**src/rtl/pc_pkg.sv**
```systemverilog
// Shared types and constants for the program-counter sequencer and its return-address stack.
package pc_pkg;
   typedef enum logic {RUN = 1'b0, TRAP = 1'b1} state_e;

   typedef enum logic [2:0] {
      SEL_SEQ = 3'd0,
      SEL_BR  = 3'd1,
      SEL_J   = 3'd2,
      SEL_JR  = 3'd3,
      SEL_RET = 3'd4
   } sel_e;

   localparam int INSTR_ALIGN     = 2;
   localparam int JUMP_REGION_MSB = 28;
endpackage

```
**src/rtl/ras_stack.sv**
```systemverilog
// Circular return-address stack: pushing when full overwrites the oldest entry, and the count saturates.
module ras_stack #(
   parameter int DEPTH = 4,
   parameter int XLEN  = 32
) (
   input  logic                     clk,
   input  logic                     rst_n,
   input  logic                     push,
   input  logic                     pop,
   input  logic [XLEN-1:0]          push_data,
   output logic [XLEN-1:0]          top,
   output logic [$clog2(DEPTH):0]   count
);
   localparam int PW = $clog2(DEPTH);

   logic [XLEN-1:0] mem [DEPTH];
   logic [PW-1:0]   ptr;
   logic [PW-1:0]   top_idx;
   logic            empty;

   assign empty   = (count == '0);
   assign top_idx = ptr - PW'(1);
   assign top     = empty ? '0 : mem[top_idx];

   // ptr names the next free slot, so it wraps naturally and the oldest entry is overwritten.
   always_ff @(posedge clk or negedge rst_n) begin
      if (!rst_n) begin
         ptr   <= '0;
         count <= '0;
      end else if (push) begin
         ptr <= ptr + PW'(1);
         if (count != (PW+1)'(DEPTH)) count <= count + (PW+1)'(1);
      end else if (pop && !empty) begin
         ptr   <= top_idx;
         count <= count - (PW+1)'(1);
      end
   end

   always_ff @(posedge clk) begin
      if (push) mem[ptr] <= push_data;
   end
endmodule

```
**src/rtl/pc_sequencer.sv**
```systemverilog
// Registered MIPS-32 PC sequencer with stall, return-address stack and a misaligned-target trap.
module pc_sequencer
   import pc_pkg::*;
#(
   parameter int              XLEN      = 32,
   parameter logic [XLEN-1:0] RESET_PC  = XLEN'(32'h0000_0000),
   parameter logic [XLEN-1:0] TRAP_PC   = XLEN'(32'h0000_0180),
   parameter int              RAS_DEPTH = 4
) (
   input  logic                         clk,
   input  logic                         rst_n,
   input  logic                         stall_i,
   input  logic                         jump_i,
   input  logic                         jal_i,
   input  logic                         jr_i,
   input  logic                         ret_i,
   input  logic                         branch_taken_i,
   input  logic [25:0]                  instr_index_i,
   input  logic [15:0]                  branch_imm_i,
   input  logic [XLEN-1:0]              jr_target_i,
   input  logic                         trap_ack_i,
   output logic [XLEN-1:0]              pc_o,
   output logic [XLEN-1:0]              pc_plus4_o,
   output logic [XLEN-1:0]              ras_top_o,
   output logic [$clog2(RAS_DEPTH):0]   ras_count_o,
   output logic                         misalign_o
);
   state_e          state, state_nxt;
   sel_e            sel;
   logic [XLEN-1:0] jump_tgt, br_tgt, br_off, ret_tgt, tgt;
   logic            misaligned, run_go, ras_push, ras_pop;

   assign pc_plus4_o = pc_o + XLEN'(4);
   assign jump_tgt   = {pc_plus4_o[XLEN-1:JUMP_REGION_MSB], instr_index_i, {INSTR_ALIGN{1'b0}}};
   assign br_off     = {{(XLEN-18){branch_imm_i[15]}}, branch_imm_i, 2'b00};
   assign br_tgt     = pc_plus4_o + br_off;
   assign ret_tgt    = (ras_count_o != '0) ? ras_top_o : jr_target_i;

   always_comb begin
      sel = SEL_SEQ;
      if (ret_i)                             sel = SEL_RET;
      else if (jr_i)                         sel = SEL_JR;
      else if (jal_i || jump_i)              sel = SEL_J;
      else if (branch_taken_i)               sel = SEL_BR;
   end

   always_comb begin
      tgt = pc_plus4_o;
      case (sel)
         SEL_BR:  tgt = br_tgt;
         SEL_J:   tgt = jump_tgt;
         SEL_JR:  tgt = jr_target_i;
         SEL_RET: tgt = ret_tgt;
         default: tgt = pc_plus4_o;
      endcase
   end

   // Only register-sourced targets can be misaligned; immediate targets are word-aligned by construction.
   assign misaligned = ((sel == SEL_JR) || (sel == SEL_RET)) && (|tgt[INSTR_ALIGN-1:0]);
   assign run_go     = (state == RUN) && !stall_i;
   assign ras_push   = run_go && (sel == SEL_J) && jal_i;
   assign ras_pop    = run_go && (sel == SEL_RET);

   ras_stack #(.DEPTH(RAS_DEPTH), .XLEN(XLEN)) u_ras (
      .clk       (clk),
      .rst_n     (rst_n),
      .push      (ras_push),
      .pop       (ras_pop),
      .push_data (pc_plus4_o),
      .top       (ras_top_o),
      .count     (ras_count_o)
   );

   always_ff @(posedge clk or negedge rst_n) begin
      if (!rst_n) state <= RUN;
      else        state <= state_nxt;
   end

   always_comb begin
      state_nxt = state;
      case (state)
         RUN:     if (run_go && misaligned) state_nxt = TRAP;
         TRAP:    if (trap_ack_i)           state_nxt = RUN;
         default: state_nxt = RUN;
      endcase
   end

   always_comb begin
      misalign_o = (state == TRAP);
   end

   always_ff @(posedge clk or negedge rst_n) begin
      if (!rst_n)                          pc_o <= RESET_PC;
      else if (state == TRAP && trap_ack_i) pc_o <= TRAP_PC;
      else if (run_go && !misaligned)      pc_o <= tgt;
   end
endmodule

```
**config.mk**
```make
export PLATFORM = sky130hd
export DESIGN_NAME = pc_sequencer
export DESIGN_NICKNAME = d
export VERILOG_FILES = /design/src/rtl/pc_pkg.sv /design/src/rtl/ras_stack.sv /design/src/rtl/pc_sequencer.sv
export SDC_FILE = /design/constraint.sdc
export NUM_CORES = 1
export LEC_CHECK = 0
export BUFFER_PORTS_ARGS = -buffer_cell sky130_fd_sc_hd__buf_2
export CORE_MARGIN = 3
export CORE_UTILIZATION = 31
export DETAILED_ROUTE_END_ITERATION = 16
export GPL_ROUTABILITY_DRIVEN = 1
export GPL_TIMING_DRIVEN = 0
export PLACE_DENSITY = 0.53
export SETUP_SLACK_MARGIN = 0.15
export SLEW_MARGIN = 15
export SYNTH_ARGS = -nofsm -noshare
export SYNTH_HDL_FRONTEND = slang
export SYNTH_HIERARCHICAL = 1
export SYNTH_SLANG_ARGS = --single-unit
```
**constraint.sdc**
```tcl
create_clock -name clk -period 6.45 [get_ports clk]
set_input_delay 0.9675 -clock clk [delete_from_list [all_inputs] [get_ports clk]]
set_output_delay 0.9675 -clock clk [all_outputs]
set_load 0.01 [all_outputs]
```
# Word level (Yosys, flattened, before mapping)
# Memories as Yosys holds them, arrays and structs flattened.
# Cells that the tools add are included.
[word_totals]
latchBits = 0
elab_cells = 57
ram_bits = 128
input_bits = 83
reg_bits = 38
mem_bits_ro = 0
output_inout_bits = 100
n_memories = 1
[memory_table]
columns = ["name", "words", "word_bits", "read_ports", "rd_clocked_by_memory_dff", "wr", "line", "text"]
rows = [
  ["u_ras.mem", 4, 32, 1, 0, 1, "ras_stack.sv:16", "logic [XLEN-1:0] mem [DEPTH];"],
]
[classes]
multipliers = 0
bitwise_logic = 1
shifts = 0
magnitude_cmp = 0
eq_ne = 6
addsub = 6
div = 0
mux = 19
n_reduce_logical = 20
[ops]
columns = ["op", "n"]
rows = [
  ["two-way mux 32 bit", 4],
  ["case mux 32 bit (4 select lines)", 1],
  ["adder 32 x 3 -> 32 bit, second input constant", 1],
  ["adder 32 bit", 1],
  ["two-way mux 3 bit", 5],
  ["logical AND 1 bit", 9],
  ["== test 3 x 2 -> 1 bit, second input constant", 2],
  ["two-way mux 2 bit", 3],
  ["two-way mux 1 bit", 5],
  ["nonzero test 2 bit", 2],
  ["adder 3 x 1 -> 3 bit, second input constant", 1],
  ["== test 3 x 1 -> 1 bit, second input constant", 1],
  ["== test 3 bit, second input constant", 1],
  ["zero test 1 bit", 3],
  ["zero test 3 bit", 1],
  ["inequality test 3 bit, second input constant", 1],
  ["nonzero test 3 bit", 1],
  ["subtractor 3 x 1 -> 3 bit, second input constant", 1],
  ["adder 2 x 1 -> 2 bit, second input constant", 1],
  ["logical OR 1 bit", 2],
  ["inequality test 2 x 1 -> 1 bit, second input constant", 1],
  ["case mux 1 bit (2 select lines)", 1],
  ["AND reduction 2 bit", 1],
  ["OR reduction 2 bit", 1],
  ["2 further kinds", 2],
]

# Depth between registers and ports, before layout
# Gate-level depths: netlist of the first run.
[logic_depth]
word_depth = 12
ltp_mapped = 18
depth_no_buf = 15

# Modules after synthesis
# The synthesis of the first run kept the hierarchy.
[by_module_without_submodules]
columns = ["mod", "area_each_um2", "cells_each", "n_inst", "seq_area_each_um2"]
rows = [
  ["ras_stack", 5273.8, 246, 1, 3968.8],
  ["pc_sequencer", 4763.3, 633, 1, 825.8],
]

# Worst setup path after synthesis of the first run
# No wires, ideal clock.
[synth_path]
kind = "flip-flop to flip-flop"
start = "register pc_o[4]"
end = "register pc_o[31]"
slack_ns = 2.394
stages_incl_launch_ff = 18
t_arrival_ns = 3.930
path_buffers = 3
synth_period_minus_slack_ns = 4.056
setup_ns = 0.126
required_time_ns = 6.324
path_cell_list = "dfrtp_1 clkbuf_1 nand2_1 or4b_1 buf_2 or2_2 clkbuf_1 xnor2_1 ha_1 nor3_1 nor2_1 o31a_1 a31oi_1 a211oi_1 a211o_1 o41ai_1 mux2i_1 a21oi_1"
[synth_via]
elab_chain_len = 5
[synth_lines]
columns = ["item", "line", "text"]
rows = [
  ["from (decl)", "pc_sequencer.sv:22", "output logic [XLEN-1:0] pc_o,"],
  ["from (signal assigned)", "pc_sequencer.sv:95", "else if (run_go && !misaligned) pc_o <= tgt;"],
  ["adder 32 x 3 -> 32 bit", "pc_sequencer.sv:33", "assign pc_plus4_o = pc_o + XLEN'(4);"],
  ["via pc_plus4_o[19]", "pc_sequencer.sv:23", "output logic [XLEN-1:0] pc_plus4_o,"],
  ["adder 32 bit", "pc_sequencer.sv:36", "assign br_tgt = pc_plus4_o + br_off;"],
  ["case mux 32 bit (4 select lines)", "pc_sequencer.sv:49", "case (sel)"],
  ["two-way mux 32 bit", "pc_sequencer.sv:95", ""],
  ["two-way mux 32 bit", "pc_sequencer.sv:94", "else if (state == TRAP && trap_ack_i) pc_o <= TRAP_PC;"],
]
# The timed path passes the listed nets, and every way through them passes these cells. The select of a mux whose other input is x is not followed.
# A chain may end at the register's enable or synchronous reset.

# Worst setup path in the final report of the first run
[layout_path]
start = "register pc_o[2]"
end = "register pc_o[31]"
[layout_via]
elab_chain_len = 5
[layout_lines]
columns = ["item", "line"]
rows = [
  ["adder 32 x 3 -> 32 bit *", "pc_sequencer.sv:33"],
  ["adder 32 bit", "pc_sequencer.sv:36"],
  ["case mux 32 bit (4 select lines) *", "pc_sequencer.sv:49"],
  ["two-way mux 32 bit *", "pc_sequencer.sv:95"],
  ["two-way mux 32 bit *", "pc_sequencer.sv:94"],
]
# Mark *: on every way between the ends. The rest lies on a longest branch, timed or not. The select of a mux whose other input is x is not followed.

==> results of run 1 <==
-- state kept, by name, summed over array words and instances (netlist names) --
register,flops
misalign_o,1
u_ras/ptr,2
u_ras/count,3
pc_o,32
u_ras/mem,128
-- cells in the final DEF, fill, tap and decap left out, types with 12 or more instances in the layout --
master     synthesis  routed
buf_2              8     189
nand2_1           63      63
nor2b_1           29      29
dfrtp_1           38      38
a31oi_1           14      14
nor2_1            43      42
o21ai_0           73      73
clkbuf_16          0      17
nor3_1            14      12
ha_1              41      41
xnor2_1           32      32
xor2_1            19      19
and3_1            12      12
clkbuf_1          34      35
a21oi_1           57      57
nand3_1           24      24
inv_1             24      24
mux2_2            22      22
edfxtp_1         128     128
a221oi_1          14      14
mux4_2            31      31
-- routing by layer --
metal  vias up  share of wire (%)
li1       3790                  -
met3        45                7.5
met1      4175                 44
met2       343                 46
met4         0                2.4
met5         -                  0
-- power by group through the flow --
| stage | sequential [mW] | clock (mW) | combinational (mW) |
|---|---|---|---|
| CTS | 1.58 | 1.06 | 3.24 |
| global route | 1.61 | 1.10 | 3.54 |
| floorplan | 1.59 | 0 | 2.08 |
| finish | 1.59 | 1.04 | 3.25 |
| global placement | 1.60 | 0 | 3.20 |
| detailed placement | 1.60 | 0 | 3.23 |
-- logic make-up (layout without fill, tap and decap cells) --
| group | Yosys count | after routing | share of synthesized area [%] |
|---|---|---|---|
| AOI/OAI and AO/OA | 242 | 242 | 15.51 |
| and+or+nand+nor | 237 | 237 | 12.22 |
| DFF | 166 | 166 | 47.77 |
| buffers and inverters | 73 | 291 | 3.453 |
| muxes | 66 | 66 | 10.93 |
| xor gates and xnor gates | 52 | 52 | 4.612 |
| adders and majority gates | 43 | 43 | 5.510 |
| other | 0 | 1 | 0 |
-- critical path: stages (launching register included) --
cell	delay, ns
dfrtp_1	0.49
ha_1	0.31
nand4_1	0.28
nor4_1	0.84
nand4_1	0.52
nor2_1	0.34
xor2_1	0.51
ha_1	0.39
nand2_1	0.14
a211oi_1	0.07
a211o_1	0.33
o41ai_1	0.37
mux2i_1	0.26
a21oi_1	0.09
-- worst min path at each step --
stage | cells after the start | end
after floorplan | 0 | u_ras/mem[0][0]
after global placement | 2 | pc_o[18]
after detailed placement | 2 | pc_o[21]
after CTS | 2 | pc_o[21]
after global routing | 2 | pc_o[21]
final | 2 | pc_o[21]
-- through the flow --
step           instance area [um2]  worst slack, ns  utilization [%]  hold WS (ns)  instances
2_1_floorplan                10040            2.394                -        0.5739        879
3_3_place_gp                 11450            1.453            36.09        0.5627       1462
3_5_place_dp                 11540            1.400            36.40        0.5633       1467
4_1_cts                      12140            1.389            38.26        0.5799       1499
5_1_grt                      12150            1.024            38.30        0.6246       1499
6_report                     12150            1.364            38.31        0.5869       1500
-- area by class of cell --
cell class / count / area, um2 / area share, %
multi-input cells: 640 / 4920 / 40.49
flip-flops and latches: 166 / 4795 / 39.46
clock inverters: 14 / 161.4 / 1.328
repair buffers: 186 / 993.5 / 8.176
clock buffers: 18 / 429.2 / 3.532
well taps: 402 / 503.0 / 4.140
plain buffers: 49 / 256.5 / 2.111
inverters: 24 / 90.09 / 0.7414
diodes: 1 / 2.502 / 0.02060
==> metrics, run 1 <==
Crit Path Class=reg2reg; # setup viols final=0; Int Pwr=between 3 and 4 mW; die footprint=34,570 um2; Setup crit start=pc_o[2]; CTS resizes=0; fin crit share=around four fifths; Hold Startpoint=pc_o[21]; Syn Nets=between 1,000 and 1,500; DIE HEIGHT=around 190 um; r2r startpoint=pc_o[2]; GRT overflow=0; syn_area_per_cell=11.42 um2; Filler Cell Count=3,140; Core Area=between 30,000 and 40,000 um2; Yosys top cell by area=edfxtp_1; FP Rows=65; Yosys top cell area share=38.29%; Worst Setup End Kind=register; cells after synthesis=roughly 880; R2R setup slack=roughly 1.4 ns; status=finished, final reports clean; Worst Path Arrival=between 5 and 6 ns; leakage=4.841 nW; Avg WL per Cell=24.46 um; largest net degree at the start of global routing=39; pwr dens=484.0 nW/um2; grt met3 use=under 10%; CTS Sinks=between 150 and 200; net switching power=between 2 and 3 mW; Synth Flop Type=edfxtp_1; Worst Hold Class=reg2reg; Final Max Slew Viols=0; grt met2 use=between 30% and 40%; Root Buffer Master=clkbuf_16; mapped cell area=between 10,000 and 15,000 um2; drc violations=0; Sw Share=between 40% and 50%; Worst Path Max Fanout=7; input/output buffers=181; gr busiest metal=met2; initial antenna violation count=1; crit start category=register; initial DRC count=~930; via count=about 8,400; final wirelength=36,690 um; top post-synthesis cells by count=edfxtp_1, o21ai_0, nand2_1, a21oi_1, nor2_1; layout cells sized above 1=around 28%; most common cell in the synthesized netlist=edfxtp_1; NumNets Final=around 1,200; maximum clock frequency=approximately 200 MHz; cts bufs inserted=17; Power Total=just under 6 mW; power share of the clock group=about 18%; Final GP Congestion=around 0.90; Final ANT Viol Nets=0; Layout area overhead=21.05%; GRT met1 Usage=29.26%; Max IR drop VDD=a little over 200 uV; Logic pwr share=55.3%; vias in the first global route=a little over 8,000; H-tree lvl count=4; Post-synth EDFFs=~130; CTS tree=done; Seq pwr share=around 27%; GRT Total Usage=a little over a fifth; clk slew on worst S/H paths=about 0.07 ns; Worst R2R Path Depth=13; final hold vios=0; buffers from clock root to sink, at most=2; first-pass GRT wire length=around 53,000 um; setup TNS=0 ns; max cap viols=0; Distinct cells, synth=67; Critical Path RT=approximately 6.8 ns; minimum clock period after layout=~5.1 ns; register bit total from synthesis=166; Worst Skew=0.01209 ns; Async SR Flop Fraction=a little under a quarter; hold_buf cts=0; Initial DRT Pass Iterations=6; half-perimeter wire length after detailed placement=around 27,000 um; worst skew pair latency=around 0.44 ns; DIE WIDTH=~190 um; Initial Util=31.64%; measured slew at the worst slew-check pin=between 1 and 1.5 ns; RSZ-0062 raised after global routing=no; Worst slew margin=about a quarter; sequential share of the synthesized area=a little under half; Vias/cell=5.569; Yosys warning count=6; I/O Pins=183; postcts setup bufs=0; synth top area cells=edfxtp_1, dfrtp_1, mux4_2, ha_1, o21ai_0; reg-to-reg endpoint=pc_o[31]; crit path capture=pc_o[31]
Power figures use the tool's default switching activity.
==> run 2, diff against run 1 <==
PLACE_DENSITY = 0.54   (was 0.53)
clock period = 4.5 ns   (was 6.45 ns; I/O delays follow)
==> run 2 against run 1 <==
  * Total power rose by 47%
  * Sequential share of layout area fell by 1.2 points
  * Cell count rose by 0.87%
  * Sequential cell count did not move
  * Clock power rose by 44%
  * Critical path depth rose by 4
  * Hold slack got worse by 0.16 ns
  * Die area did not move
  * Utilization rose by 1.3 points
  * First-iteration DRC count fell by 7.9%
  * Register-to-register slack got worse by 1.1 ns
  * Critical path type unchanged
  * Critical endpoint unchanged
  * Largest power group unchanged
==> metrics, run 2 (synthesis results as in run 1) <==
Avg WL per Cell=24.24 um (-0.89%); pwr dens=687.3 nW/um2 (+42%); ANT cells=0 (-1); Crit Path Class=reg2reg; commonest non-fill, non-tap cells in the layout=buf_2, edfxtp_1, o21ai_0; buffers from clock root to sink, at most=2 (unchanged); Root Buffer Master=clkbuf_16; Final GP Congestion=0.9029 (about the same); met3 WL=2798 um (+1.9%); Final Max Slew Viols=0 (unchanged); Max IR drop VDD=298.8 uV (+45%); cts bufs inserted=17 (unchanged); die footprint=34,570 um2 (unchanged); power share of the clock group=17.4% (-0.3 points); Worst Path Arrival=4.51 ns (-0.90 ns); Layout area overhead=25.07%; R2R setup slack=0.31 ns (-1.06 ns); post-route cell area=12,550 um2 (+3.3%); Worst Setup End Kind=register; Worst R2R Path Depth=17 (+4); Non-Filler Instances=1,513 (+0.87%); crit start category=register; r2r startpoint=pc_o[2]; half-perimeter wire length after detailed placement=27,520 um (+0.52%); minimum clock period after layout=4.191 ns (-0.8948 ns); Setup crit start=pc_o[2]; DR top layer=met4; Core Area=31,720 um2 (unchanged); final core utilization=39.58% (+1.3 points); area post-placement=11,570 um2 (+0.24%); routed metal-1 wirelength=15,900 um (-2.2%); DIE HEIGHT=185.9 um (unchanged); initial DRC count=860 (-7.9%); most common cell after layout, fill and taps aside=buf_2; drc violations=0 (unchanged); initial antenna violation count=0 (-1); first-pass GRT wire length=53,320 um (+0.42%); measured slew at the worst slew-check pin=1.138 ns (+0.02550 ns); GRT Total Usage=21.16% (+0.11 points); Detail Route met2 WL=17,370 um (+3.4%); Worst Skew=0.01037 ns (-0.001715 ns); top flop regs=u_ras/mem (128), pc_o (32), u_ras/count (3); Vias/cell=5.621 (+0.94%); Initial Util=31.64% (unchanged); status=finished, final reports clean; GRT overflow=0 (unchanged); Initial DRT Pass Iterations=5 (-1); Worst Hold Class=in2async; I/O Pins=183 (unchanged); FP Rows=65 (unchanged); final hold vios=0 (unchanged); layout cells sized above 1=32.58% (+4.5 points); vias in the first global route=8,201 (+1.4%); clk slew on worst S/H paths=0.07 ns (about the same); Critical Path RT=4.81 ns (-1.96 ns); worst skew pair latency=0.43 ns (about the same); CTS tree=done; Worst slew margin=23.58% (-2.3 points); max cap viols=0 (unchanged); Worst Path Max Fanout=7 (unchanged); NumNets Final=1,224 (+1.2%); final wirelength=36,680 um (about the same); H-tree lvl count=4 (unchanged); hold_buf cts=0 (unchanged); Sw Share=43.41% (-0.75 points); Int Pwr=4.882 mW (+49%); Seq pwr share=26.6% (-0.4 points); Filler Cell Count=3,154 (+0.45%); fin crit share=93.14% (+14 points); leakage=5.046 nW (+4.2%); via count=8,505 (+1.8%); Final ANT Viol Nets=0 (unchanged); input/output buffers=181 (unchanged); Power Total=8.628 mW (+47%); net switching power=3.745 mW (+44%); Logic pwr share=56.0% (+0.7 points); CTS Sinks=166 (unchanged); dpl cells=1,467 (unchanged); maximum clock frequency=238.6 MHz (+21%); number of flip-flops in the largest register=128 (unchanged); # setup viols final=0 (unchanged); DIE WIDTH=185.9 um (unchanged); RSZ-0062 raised after global routing=yes; reg-to-reg endpoint=pc_o[31]; Largest Register=u_ras/mem; crit path capture=pc_o[31]; largest net degree at the start of global routing=39 (unchanged)
==> run 2: cell count changes in the layout (fill, tap and decap cells not counted), sizes merged <==
cell      delta
bufinv       +1
clkinvlp     -1
inv          -3
buf         +15
clkbuf       +1
clkinv       +1
diode        -1
==> run 2: layout make-up <==
class,instances,area [um2],share of cell area [%]
Inverter,24,90.09,0.7176
Tap cell,402,503.0,4.007
Sequential cell,166,4801,38.24
Buffer,48,265.3,2.113
Clock buffer,20,436.7,3.479
Clock inverter,12,146.4,1.166
Timing Repair Buffer,201,1134,9.030
Multi-Input combinational cell,640,5177,41.24
==> run 2: worst min-delay path by stage <==
stage,from,to,slack [ns],depth (start not counted)
2_1_floorplan,rst_n,misalign_o,0.38,0
3_5_place_dp,pc_o[21],pc_o[21],0.56,2
3_3_place_gp,pc_o[21],pc_o[21],0.56,2
6_report,rst_n,pc_o[4],0.43,1
4_1_cts,trap_ack_i,misalign_o,0.44,2
5_1_grt,trap_ack_i,misalign_o,0.43,2
==> run 2: per-stage QoR <==
step | hold WS, ns | setup slack (ns) | setup TNS, ns
detailed placement | 0.5618 | -0.6703 | -7.162
floorplan | 0.3794 | 0.4444 | 0
global route | 0.4350 | 0.1168 | 0
global placement | 0.5628 | -0.7006 | -6.161
CTS | 0.4353 | 0.05595 | 0
finish | 0.4297 | 0.3089 | 0
==> run 2: critical path: stages, from the launching register on <==
cell      delay, ns
dfrtp_2        0.44
ha_2           0.25
nand4_1        0.11
buf_4          0.20
nor2_1         0.18
nand4_1        0.24
xnor2_4        0.26
ha_1           0.26
clkbuf_1       0.20
a21oi_2        0.26
o21ai_0        0.11
or2_2          0.30
o21ai_2        0.20
a211oi_2       0.11
a211o_1        0.34
o41ai_4        0.29
mux2i_1        0.25
a21oi_1        0.08
==> run 2: timing repair <==
item | 4_1_cts | 5_1_grt
setup buffers | 9 | 6
setup endpoints to repair | 32 | 31
gates resized for setup | 27 | 39
pin swaps | 6 | 5
==> run 2: metal layers <==
| metal | track usage [%] | vias up |
|---|---|---|
| li1 | - | 3825 |
| met1 | 28.49 | 4290 |
| met2 | 34.14 | 355 |
| met3 | 5.726 | 35 |
| met4 | 5.153 | 0 |
| met5 | 0 | - |
==> run 2: power by group through the flow <==
stage          logic [mW]  clock network (mW)  registers [mW]
2_1_floorplan        2.98                   0            2.28
3_3_place_gp         4.59                   0            2.28
3_5_place_dp         4.62                   0            2.29
4_1_cts              4.74                1.53            2.27
5_1_grt              5.28                1.59            2.33
6_report             4.83                1.50            2.29
==> run 3, diff against run 2 <==
--- a/config.mk
+++ b/config.mk
@@ -7,2 +7,3 @@
 export LEC_CHECK = 0
+export ABC_AREA = 1
 export BUFFER_PORTS_ARGS = -buffer_cell sky130_fd_sc_hd__buf_2
@@ -10,2 +11,3 @@
 export CORE_UTILIZATION = 31
+export CTS_CLUSTER_SIZE = 8
 export DETAILED_ROUTE_END_ITERATION = 16
--- a/constraint.sdc
+++ b/constraint.sdc
@@ -3,2 +3,2 @@
 set_output_delay 0.675 -clock clk [all_outputs]
-set_load 0.01 [all_outputs]
+set_load 0.005 [all_outputs]
==> run 3 against run 2 <==
  * Utilization decreased by 1.5 points
  * Clock power about the same
  * Global-route usage increased by 2.0 points
  * Critical path depth unchanged
  * Die area increased by 10%
  * Critical endpoint is now pc_o[29]
  * Highest routed layer unchanged
==> metrics, run 3 <==
Worst Path Max Fanout=7 (unchanged); vias in the first global route=10,290 (+25%); maximum clock frequency=252.0 MHz (+5.6%); largest net degree at the start of global routing=39 (unchanged); commonest non-fill, non-tap cells in the layout=nand2_1, nor2_1, buf_2; Worst Path Arrival=4.30 ns (-0.21 ns); Layout area overhead=19.60%; worst skew pair latency=0.44 ns (about the same); pwr dens=662.1 nW/um2 (-3.7%); GRT overflow=0 (unchanged); CTS tree=done; buffers from clock root to sink, at most=2 (unchanged); DIE HEIGHT=195.4 um (+5.1%); Final ANT Viol Nets=0 (unchanged); Post-synth EDFFs=128 (unchanged); Max IR drop VDD=290.1 uV (-2.9%); Syn Nets=1,618 (+61%); Async SR Flop Fraction=22.89% (unchanged); postcts setup bufs=0 (-9); measured slew at the worst slew-check pin=1.029 ns (-0.1086 ns); Yosys top cell area share=34.56% (-3.7 points); CTS Sinks=166 (unchanged); Vias/cell=5.024 (-11%); final worst slack=0.5316 ns (+0.2227 ns); sequential share of the synthesized area=43.11% (-4.7 points); Crit Path Class=reg2reg; CTS resizes=0 (-100%); I/O Pins=183 (unchanged); Yosys top cell by area=edfxtp_1; half-perimeter wire length after detailed placement=35,680 um (+30%); Initial DRT Pass Iterations=6 (+1); GRT Total Usage=23.19% (+2.0 points); Multi-input gate area=5326 um2 (+2.9%); number of flip-flops in the largest register=128 (unchanged); top flop regs=u_ras/mem (128), pc_o (32), u_ras/count (3); # setup viols final=0 (unchanged); mapped cell area=11,120 um2 (+11%); hold_buf cts=0 (unchanged); NumNets Final=1,822 (+49%); top post-synthesis cells by count=nand2_1, nor2_1, inv_1, edfxtp_1, o21ai_0; initial DRC count=1,137 (+32%); most common cell after layout, fill and taps aside=nand2_1; Avg WL per Cell=20.82 um (-14%); final core utilization=38.04% (-1.5 points); Worst Skew=0.01738 ns (+0.007004 ns); initial antenna violation count=0 (unchanged); clk slew on worst S/H paths=0.08 ns (about the same); final hold vios=0 (unchanged); Worst Setup End Kind=register; Largest Register=u_ras/mem; Final GP Congestion=0.9547 (+5.7%); pre-CTS setup slack=0.6241 ns (+1.294 ns); H-tree lvl count=4 (unchanged); ANT cells=0 (unchanged); drc violations=0 (unchanged); Filler Cell Count=3,691 (+17%); Worst Hold Class=in2async; DIE WIDTH=195.4 um (+5.1%); synth top area cells=edfxtp_1, nand2_1, dfrtp_1, nor2_1, inv_1; RSZ-0062 raised after global routing=no; die footprint=38,190 um2 (+10%); Critical Path RT=4.84 ns (+0.03 ns); Core Area=34,970 um2 (+10%); Distinct cells, synth=49 (-27%); via count=10,870 (+28%); first-pass GRT wire length=65,980 um (+24%); syn_area_per_cell=7.454 um2 (-35%); Synth Flop Type=edfxtp_1; cells after synthesis=1,492 (+70%); layout cells sized above 1=16.97% (-16 points); cts bufs inserted=17 (unchanged); Final Max Slew Viols=0 (unchanged); most common cell in the synthesized netlist=nand2_1; leakage=6.235 nW (+24%); fin crit share=88.19% (-4.9 points); status=finished, final reports clean; max cap viols=0 (unchanged); Yosys warning count=6 (unchanged); register area=4795 um2 (-0.13%); Worst slew margin=30.91% (+7.3 points); crit start category=register; register bit total from synthesis=166 (unchanged); final wirelength=45,050 um (+23%); minimum clock period after layout=3.968 ns (-0.2227 ns); input/output buffers=181 (unchanged); Root Buffer Master=clkbuf_16; setup TNS=0 ns (unchanged); FP Rows=68 (+4.6%); Initial Util=31.81% (+0.16 points)
## run 3: metal layers
layer / global-route usage (%) / vias to the layer above / routed length (um)
met5: 0 / - / 0
met4: 6.575 / 0 / 1064
met3: 3.347 / 46 / 2822
met2: 39.32 / 394 / 21830
met1: 30.89 / 5121 / 19330
li1: - / 5312 / -
## run 3: worst paths after layout
kind / cells after the start / to / startpoint / slack [ns]
setup / recovery: 17 / pc_o[29] / pc_o[7] / 0.53
hold / removal: 1 / u_ras/count[0] / rst_n / 0.13
setup reg to reg: 17 / pc_o[29] / pc_o[7] / 0.53
hold reg to reg: 2 / u_ras/ptr[1] / u_ras/ptr[1] / 0.56
max in group asynchronous: 2 / pc_o[26] / rst_n / 3.84
min in group clk: 2 / misalign_o / trap_ack_i / 0.44
## run 3: per-stage QoR
stage	hold slack [ns]	total power [mW]	area, um2	instances
after floorplan	0.3794	5.152	11120	1492
after global placement	0.5188	7.229	12600	2128
after detailed placement	0.5365	7.282	12670	2131
after CTS	0.4297	8.831	13280	2163
after global routing	0.1234	9.441	13300	2164
final	0.1319	8.807	13300	2164
## run 3: area by class of cell
class | count | area share [%]
Tap cell | 455 | 4.280
Sequential cell | 166 | 36.05
Clock inverter | 15 | 1.383
Inverter | 187 | 5.315
Timing Repair Buffer | 185 | 7.525
Multi-Input combinational cell | 1087 | 40.04
Buffer | 52 | 2.211
Clock buffer | 17 | 3.198
## run 3: worst max-delay path: stages, from the launching register on
cell	delay, ns
dfrtp_1	0.46
nand2_1	0.13
nor3_1	0.39
nand3_1	0.31
inv_1	0.11
nand2_1	0.10
xnor2_1	0.81
ha_1	0.45
a21oi_1	0.29
nor2_1	0.07
nor2_1	0.09
nand2_1	0.05
a21oi_1	0.18
nand3_1	0.10
nand3_1	0.12
nand3_1	0.08
nand2_1	0.06
nand2_1	0.05
## run 3: cell families (layout without fill, tap and decap cells)
| group | count (synthesis) | count (layout) | share of synthesized area [%] |
|---|---|---|---|
| DFF | 166 | 166 | 43.11 |
| buffers and inverters | 239 | 456 | 9.000 |
| and+or+nand+nor | 773 | 773 | 28.80 |
| adders and majority gates | 43 | 43 | 4.972 |
| xor gates and xnor gates | 13 | 13 | 1.024 |
| AOI/OAI and AO/OA | 258 | 258 | 13.09 |
## run 3: report_power, final
group / internal (mW) / switching (mW)
logic: 1.65 / 3.44
registers: 1.95 / 0.225
clock network: 0.802 / 0.731
total: 4.41 / 4.40
